===== src/rtl/input_reg_bank_pkg.sv =====
`default_nettype none
// ============================================================================
// Module      : input_reg_bank_pkg
// Description : Shared constants and helpers for the input register bank.
// Revision    : 1.0
// ============================================================================
package input_reg_bank_pkg;

    localparam int c_CH_MIN     = 1;
    localparam int c_CH_MAX     = 32;
    localparam int c_STAGES_MIN = 1;
    localparam int c_STAGES_MAX = 4;
    localparam int c_RATIO_1    = 1;
    localparam int c_RATIO_2    = 2;
    localparam int c_RATIO_4    = 4;

    localparam string c_GSR_ENABLED  = "ENABLED";
    localparam string c_GSR_DISABLED = "DISABLED";

    // Width of a counter that must hold values 0..n-1, never narrower than 1 bit.
    function automatic int cnt_w(input int n);
        return (n <= 1) ? 1 : $clog2(n);
    endfunction

    function automatic bit ratio_legal(input int r);
        return (r == c_RATIO_1) || (r == c_RATIO_2) || (r == c_RATIO_4);
    endfunction

endpackage
`default_nettype wire


===== src/rtl/input_reg_lane.sv =====
`default_nettype none
// ============================================================================
// Module      : input_reg_lane
// Description : One channel: capture pipeline, deserialising shift register
//               and parallel output word.
// Revision    : 1.0
// ============================================================================
module input_reg_lane #(
    parameter int STAGES = 1,
    parameter int RATIO  = 1
) (
    input  logic             clk,
    input  logic             i_clr,
    input  logic             i_align,
    input  logic             i_ce,
    input  logic             i_tail_ok,
    input  logic             i_last,
    input  logic             i_d,
    output logic [RATIO-1:0] o_word
);

    logic             w_tail;
    logic [RATIO-1:0] w_word;
    logic [RATIO-1:0] r_word;

    generate
        if (STAGES == 1) begin : g_no_pipe
            assign w_tail = i_d;
        end else begin : g_pipe
            logic [STAGES-2:0] r_pipe;
            always_ff @(posedge clk) begin
                if (i_clr) begin
                    r_pipe <= '0;
                end else if (!i_align && i_ce) begin
                    r_pipe[0] <= i_d;
                    for (int k = 1; k < STAGES - 1; k++) begin
                        r_pipe[k] <= r_pipe[k-1];
                    end
                end
            end
            assign w_tail = r_pipe[STAGES-2];
        end
    endgenerate

    // Bits enter at the top and walk down, so the oldest bit ends at the LSB.
    generate
        if (RATIO == 1) begin : g_no_shift
            assign w_word = w_tail;
        end else begin : g_shift
            logic [RATIO-2:0] r_shift;
            always_ff @(posedge clk) begin
                if (i_clr || i_align) begin
                    r_shift <= '0;
                end else if (i_ce && i_tail_ok) begin
                    r_shift[RATIO-2] <= w_tail;
                    for (int k = 0; k < RATIO - 2; k++) begin
                        r_shift[k] <= r_shift[k+1];
                    end
                end
            end
            assign w_word = {w_tail, r_shift};
        end
    endgenerate

    always_ff @(posedge clk) begin
        if (i_clr) begin
            r_word <= '0;
        end else if (!i_align && i_ce && i_tail_ok && i_last) begin
            r_word <= w_word;
        end
    end

    assign o_word = r_word;

endmodule
`default_nettype wire


===== src/rtl/input_reg_bank.sv =====
`default_nettype none
// ============================================================================
// Module      : input_reg_bank
// Description : CH-channel input register bank with optional capture
//               pipeline and 1:RATIO deserialisation; shared word framing.
// Revision    : 1.0
// ============================================================================
module input_reg_bank
    import input_reg_bank_pkg::*;
#(
    parameter int    CH     = 4,
    parameter int    STAGES = 1,
    parameter int    RATIO  = 1,
    parameter string GSR    = "ENABLED"
) (
    input  logic                SCLK,
    input  logic                RSTN,
    input  logic                CE,
    input  logic                CD,
    input  logic                ALIGN,
    input  logic [CH-1:0]       D,
    output logic [CH*RATIO-1:0] Q,
    output logic                QVALID
);

    localparam int c_FW = cnt_w(STAGES);
    localparam int c_SW = cnt_w(RATIO);
    localparam logic [c_FW-1:0] c_FILL_LAST = c_FW'(STAGES - 1);
    localparam logic [c_SW-1:0] c_SLOT_LAST = c_SW'(RATIO - 1);
    localparam bit c_GSR_ON = (GSR == c_GSR_ENABLED);

    generate
        if ((CH < c_CH_MIN) || (CH > c_CH_MAX) ||
            (STAGES < c_STAGES_MIN) || (STAGES > c_STAGES_MAX) ||
            !ratio_legal(RATIO) ||
            !((GSR == c_GSR_ENABLED) || (GSR == c_GSR_DISABLED))) begin : g_bad_params
            $error("input_reg_bank: illegal CH/STAGES/RATIO/GSR parameter value");
        end
    endgenerate

    logic            w_rst;
    logic            w_clr;
    logic            w_tail_ok;
    logic            w_last;
    logic [c_FW-1:0] r_fill;
    logic [c_SW-1:0] r_slot;
    logic            r_qvalid;

    assign w_rst     = c_GSR_ON ? ~RSTN : 1'b0;
    assign w_clr     = w_rst | CD;
    assign w_tail_ok = (r_fill == c_FILL_LAST);
    assign w_last    = (r_slot == c_SLOT_LAST);

    always_ff @(posedge SCLK) begin
        if (w_clr) begin
            r_fill   <= '0;
            r_slot   <= '0;
            r_qvalid <= 1'b0;
        end else if (ALIGN) begin
            r_slot   <= '0;
            r_qvalid <= 1'b0;
        end else if (CE) begin
            if (!w_tail_ok) begin
                r_fill <= r_fill + 1'b1;
            end else begin
                r_slot <= w_last ? '0 : r_slot + 1'b1;
            end
            r_qvalid <= w_tail_ok & w_last;
        end else begin
            r_qvalid <= 1'b0;
        end
    end

    generate
        for (genvar c = 0; c < CH; c++) begin : g_lane
            input_reg_lane #(
                .STAGES (STAGES),
                .RATIO  (RATIO)
            ) u_lane (
                .clk       (SCLK),
                .i_clr     (w_clr),
                .i_align   (ALIGN),
                .i_ce      (CE),
                .i_tail_ok (w_tail_ok),
                .i_last    (w_last),
                .i_d       (D[c]),
                .o_word    (Q[c*RATIO +: RATIO])
            );
        end
    endgenerate

    assign QVALID = r_qvalid;

endmodule
`default_nettype wire


===== config.mk =====
export PLATFORM = sky130hd
export DESIGN_NAME = input_reg_bank
export DESIGN_NICKNAME = d
export VERILOG_FILES = /design/src/rtl/input_reg_bank_pkg.sv /design/src/rtl/input_reg_lane.sv /design/src/rtl/input_reg_bank.sv
export SDC_FILE = /design/constraint.sdc
export NUM_CORES = 1
export LEC_CHECK = 0
export ABC_AREA = 1
export ABC_CLOCK_PERIOD_IN_PS = 800
export BUFFER_PORTS_ARGS = -buffer_cell sky130_fd_sc_hd__buf_4
export CAP_MARGIN = 25
export CORE_AREA = 2 2 39 41
export DETAILED_ROUTE_END_ITERATION = 12
export DIE_AREA = 0 0 41 43
export HOLD_SLACK_MARGIN = 0.06
export PLACE_DENSITY = 0.56
export SYNTH_ARGS = -nofsm -noshare
export SYNTH_HDL_FRONTEND = slang
export SYNTH_HIERARCHICAL = 1
export SYNTH_SLANG_ARGS = --single-unit

===== constraint.sdc =====
create_clock -name SCLK -period 0.8 [get_ports SCLK]
set_input_delay 0.16 -clock SCLK [delete_from_list [all_inputs] [get_ports SCLK]]
set_output_delay 0.16 -clock SCLK [all_outputs]
set_load 0.1 [all_outputs]

=== Yosys cells after proc, flatten, opt, wreduce, memory -nomap -nowiden ===
Index checks and enable logic that the tools add are counted.

* Bitwise gates (word level): 7
* Reduce and logical (&&, ||, !) cells: 8
* Muxes and demuxes: 2
* Add/sub/neg operators: 2

{| class="wikitable"
|+ Operators by type and width
! kind !! number
|-
| $not 1->1 || 5
|-
| $reduce_and 2->1 || 2
|-
| $logic_and 1x1->1 || 3
|-
| $reduce_or 3->1 || 1
|-
| $add 1x1->1 const B || 2
|-
| $mux 1 || 2
|-
| $reduce_or 2->1 || 1
|-
| $and 1x1->1 || 1
|-
| $logic_not 1->1 || 1
|-
| $or 1x1->1 || 1
|}

* Logic and storage cells: 26
* Output and inout port bits: 5
* Bits in registers: 7

=== Logic depth before layout (Yosys ltp) ===
* Word-level depth: 4
* Gate-level depth with buffers: 5
* Mapped depth without buffers: 5

=== Modules after synthesis ===
The synthesis kept the hierarchy.

{| class="wikitable"
|+ Modules (own cells, without submodules)
! module !! seq. area each (um^2) !! cells an instance !! area an instance (um^2) !! times used
|-
| input_reg_lane || 20.0 || 11 || 70.1 || 4
|-
| input_reg_bank || 20.0 || 7 || 47.5 || 1
|}

=== Worst setup path after synthesis ===
OpenSTA, ideal clock, no wires.

* Path type: register to register
* Start point: reg g_lane[0].u_lane/o_word (netlist name)
* End point: reg g_lane[0].u_lane.r_word
* Data arrival time: 1.155 ns
* Slack: -0.419 ns
* Stages on the path, launching flop included: 3
* Library setup time: 0.064 ns
* Required time: 0.736 ns
* Cell sequence: dfxtp_1 -> a21oi_1 -> nor2_2

{| class="wikitable"
|+ RTL lines
! what !! line !! source
|-
| to (signal assigned) || input_reg_lane.sv:69 || <nowiki>r_word <= w_word;</nowiki>
|-
| to (decl) || input_reg_lane.sv:24 || <nowiki>logic [RATIO-1:0] r_word;</nowiki>
|}

=== Worst setup path in the final report ===
* Start point: reg g_lane[0].u_lane.r_word
* End point: out Q[0]

{| class="wikitable"
|+ RTL lines
! what !! line !! source
|-
| to (decl) || input_reg_bank.sv:22 || <nowiki>output logic [CH*RATIO-1:0] Q,</nowiki>
|}

No word-level cell between the ends.

==> qor.yml <==
die-area_mm2: 0.001763
start_util_pct: 23.69
dr.pass1.iters: 3
root_buffer: "clkbuf_4"
core_mm2: 0.001384
violations: "setup timing"
synth_top_area_share_pct: 30.53
dp_hpwl_um: 476.2
yosys.area_share.simple_pct: 41.60
endpoint_kind: "output pin"
required_ns: 0.64
grt_pass1_vias: 281
synthTopCellsByArea: "dfxtp_1, nor2_4, nand2_1, nor2_2, inv_2"
cts_tree: "done"
wl_met3_um: 40
setup_viol: 5
max_stage_delay_ns: 0.35
wire_per_inst_um: 6.407
numCtsBuffers: 3
dp_cells: 87
ff2ff_setup_slack_ns: 0.14
rsz0062_at_grt: "true"
hold_viol: 0
powerDensity_mw_per_mm2: 1238
async_flop_share_pct: 0
antenna_found_initial: 0
wl_met1_um: 222
drc: 0
numPortBuffers: 13
pwr-share-clk_pct: 41.6
drive_gt1_share_pct: 52.00
via_per_inst: 3.527
drt-total-wl_um: 583
synth_cells: 51
ys_types: 11
routed-wl-met2_um: 320
synthFlopType: "dfxtp_1"
place.gp.congestion: 0.6826
worstPathMaxFanout: 2
synth_mux_area_share_pct: 0
syn_area_per_cell_um2: 6.428
grt_start_max_net_pins: 6
switching_power_w: 0.0002076
cp.arrival_ns: 0.77
nets: 85
num_vias: 321
yosysMostFrequentCell: "nand2_1"
start_kind: "flop"
internal-power_w: 0.0005035
fillers: 148
die_h_um: 43
yosys_warnings: 6
ys_ff_latch: 5
clkSinkCount: 5
clk_path_buf_depth: 2
clkLatencyLatePin_ns: 0.24
drv_cap: 0
cts-htree-levels: 1
ios: 14
hold_buffers: 0
status: "finished with violations"
crit_type: "reg -> out"
finalMaxSlewViolations: 0
highest_layer: "met3"
grt_pass1_wl_um: 1055
grt_usage_pct: 9.538
synth_compound_area_share_pct: 6.107
synth_largest_area_cell: "dfxtp_1"
path_cells: "buf_12"
synth_edf_count: 0
fp.dieW_um: 41
clkTransAtPathRegs_ns: 0.05
rows: 14
fin_crit_ns: 0.9259
ant_nets: 0
insertedDiodeCount: 0
syn_area_um2: 327.8
synth_top_family_by_area: "simple AND/OR/NAND/NOR gates"
grt-ovfl-total: 0
synth_fa_ha_area_share_pct: 0
pre_cts_ws_ns: 0.03799
synth_seq_area_share_pct: 30.53
synth_commonest_cells: "nand2_1, inv_2, inv_1"
fin_crit_sh_pct: 115.7
crit_family: "flip-flops"
drt_iter0_markers: 1
worstHoldPathType: "in -> reg"
hold_slack_ns: 0.1751
p_seq_share_pct: 35.1
peakVddDrop_mv: 0.5170
p_leak_nw: 0.2933
skew_ns: 0
synth-xor-area-share_pct: 0
synthToLayoutAreaGrowth_pct: 75.19
crit_path_top_delay_cell: "dfxtp_2"
combPwrFrac_pct: 23.3
fin_cells: 91
netSwitchingFraction_pct: 29.19
max_freq_mhz: 1080
setup_slack_ns: -0.1259
critPathBufInv: 1
[per-layer routing]
| metal | GRT usage (%) | vias up |
|---|---|---|
| li1 | - | 182 |
| met2 | 13.44 | 8 |
| met3 | 6.283 | 0 |
| met4 | 6.000 | 0 |
| met5 | 0 | - |
| met1 | 9.968 | 131 |
[area by class of cell]
class / instances / area (um^2) / share of cell area [%]
multi-input combinational: 35 / 186.4 / 32.46
sequential: 5 / 113.9 / 19.83
clock buffer: 4 / 26.28 / 4.575
tap: 16 / 20.02 / 3.486
inverter: 18 / 67.56 / 11.76
timing repair buffer: 13 / 160.2 / 27.89
[cells in the final DEF (no fill, tap or decap)]
cell / count
inv_2: 8
dfxtp_4: 3
nand2_2: 1
inv_1: 6
dfxtp_2: 2
clkbuf_4: 3
conb_1: 8
nor2_4: 4
buf_4: 8
nand2_1: 9
nand3_1: 4
clkbuf_1: 1
a21oi_1: 4
nor2_2: 5
clkinv_1: 4
buf_12: 5
[metrics by stage]
step | utilization [%] | setup TNS, ns | total power, W | area, um^2
6_report | 41.50 | -0.5785 | 0.0007110 | 574.3
3_5_place_dp | 35.08 | 0 | 0.0004069 | 485.5
5_1_grt | 41.50 | -0.7529 | 0.0007745 | 574.3
3_3_place_gp | 35.08 | 0 | 0.0004055 | 485.5
4_1_cts | 41.50 | -0.6523 | 0.0007331 | 574.3
2_1_floorplan | - | -0.1085 | 0.0003544 | 367.9
[flip-flops by register name, summed over array words and instances (netlist names)]
| name | flops |
|---|---|
| QVALID | 1 |
| g_lane.u_lane/o_word | 4 |
[power by group through the flow]
stage                     logic (W)  clock network, W  registers [W]
final                      0.000166          0.000296       0.000250
after global routing       0.000184          0.000341       0.000250
after CTS                  0.000166          0.000318       0.000249
after detailed placement   0.000155                 0       0.000252
after global placement     0.000154                 0       0.000252
after floorplan           0.0000717                 0       0.000283
[cells by family (layout without fill, tap and decap cells)]
kind of cell           after synthesis  in the layout
AND/OR/NAND/NOR                     23             23
buffers and inverters               18             35
flip-flops                           5              5
AO/OA/AOI/OAI                        4              4
other                                1              8
[path summary, 6_finish.rpt]
path                                         startpoint                       to  cells past startpoint
worst min register to register  g_lane[2].u_lane/o_word  g_lane[2].u_lane/o_word                      2
worst max register to register  g_lane[2].u_lane/o_word  g_lane[2].u_lane/o_word                      2
worst min-delay path                                 CE                   QVALID                      3
worst max-delay path            g_lane[0].u_lane/o_word                     Q[0]                      1
[worst reg2reg max path: cells and delay by family, from the launching register on]
kind / cells / cell delay [ns]
AOI/OAI and AO/OA: 1 / 0.15
DFF: 1 / 0.34
and+or+nand+nor: 1 / 0.05
[repair_timing]
action                                  in CTS  in global routing
gates resized for setup                     15                  0
endpoints found under the setup margin       5                  5
setup buffers                                0                  0
(Power assumes the default switching activity.)
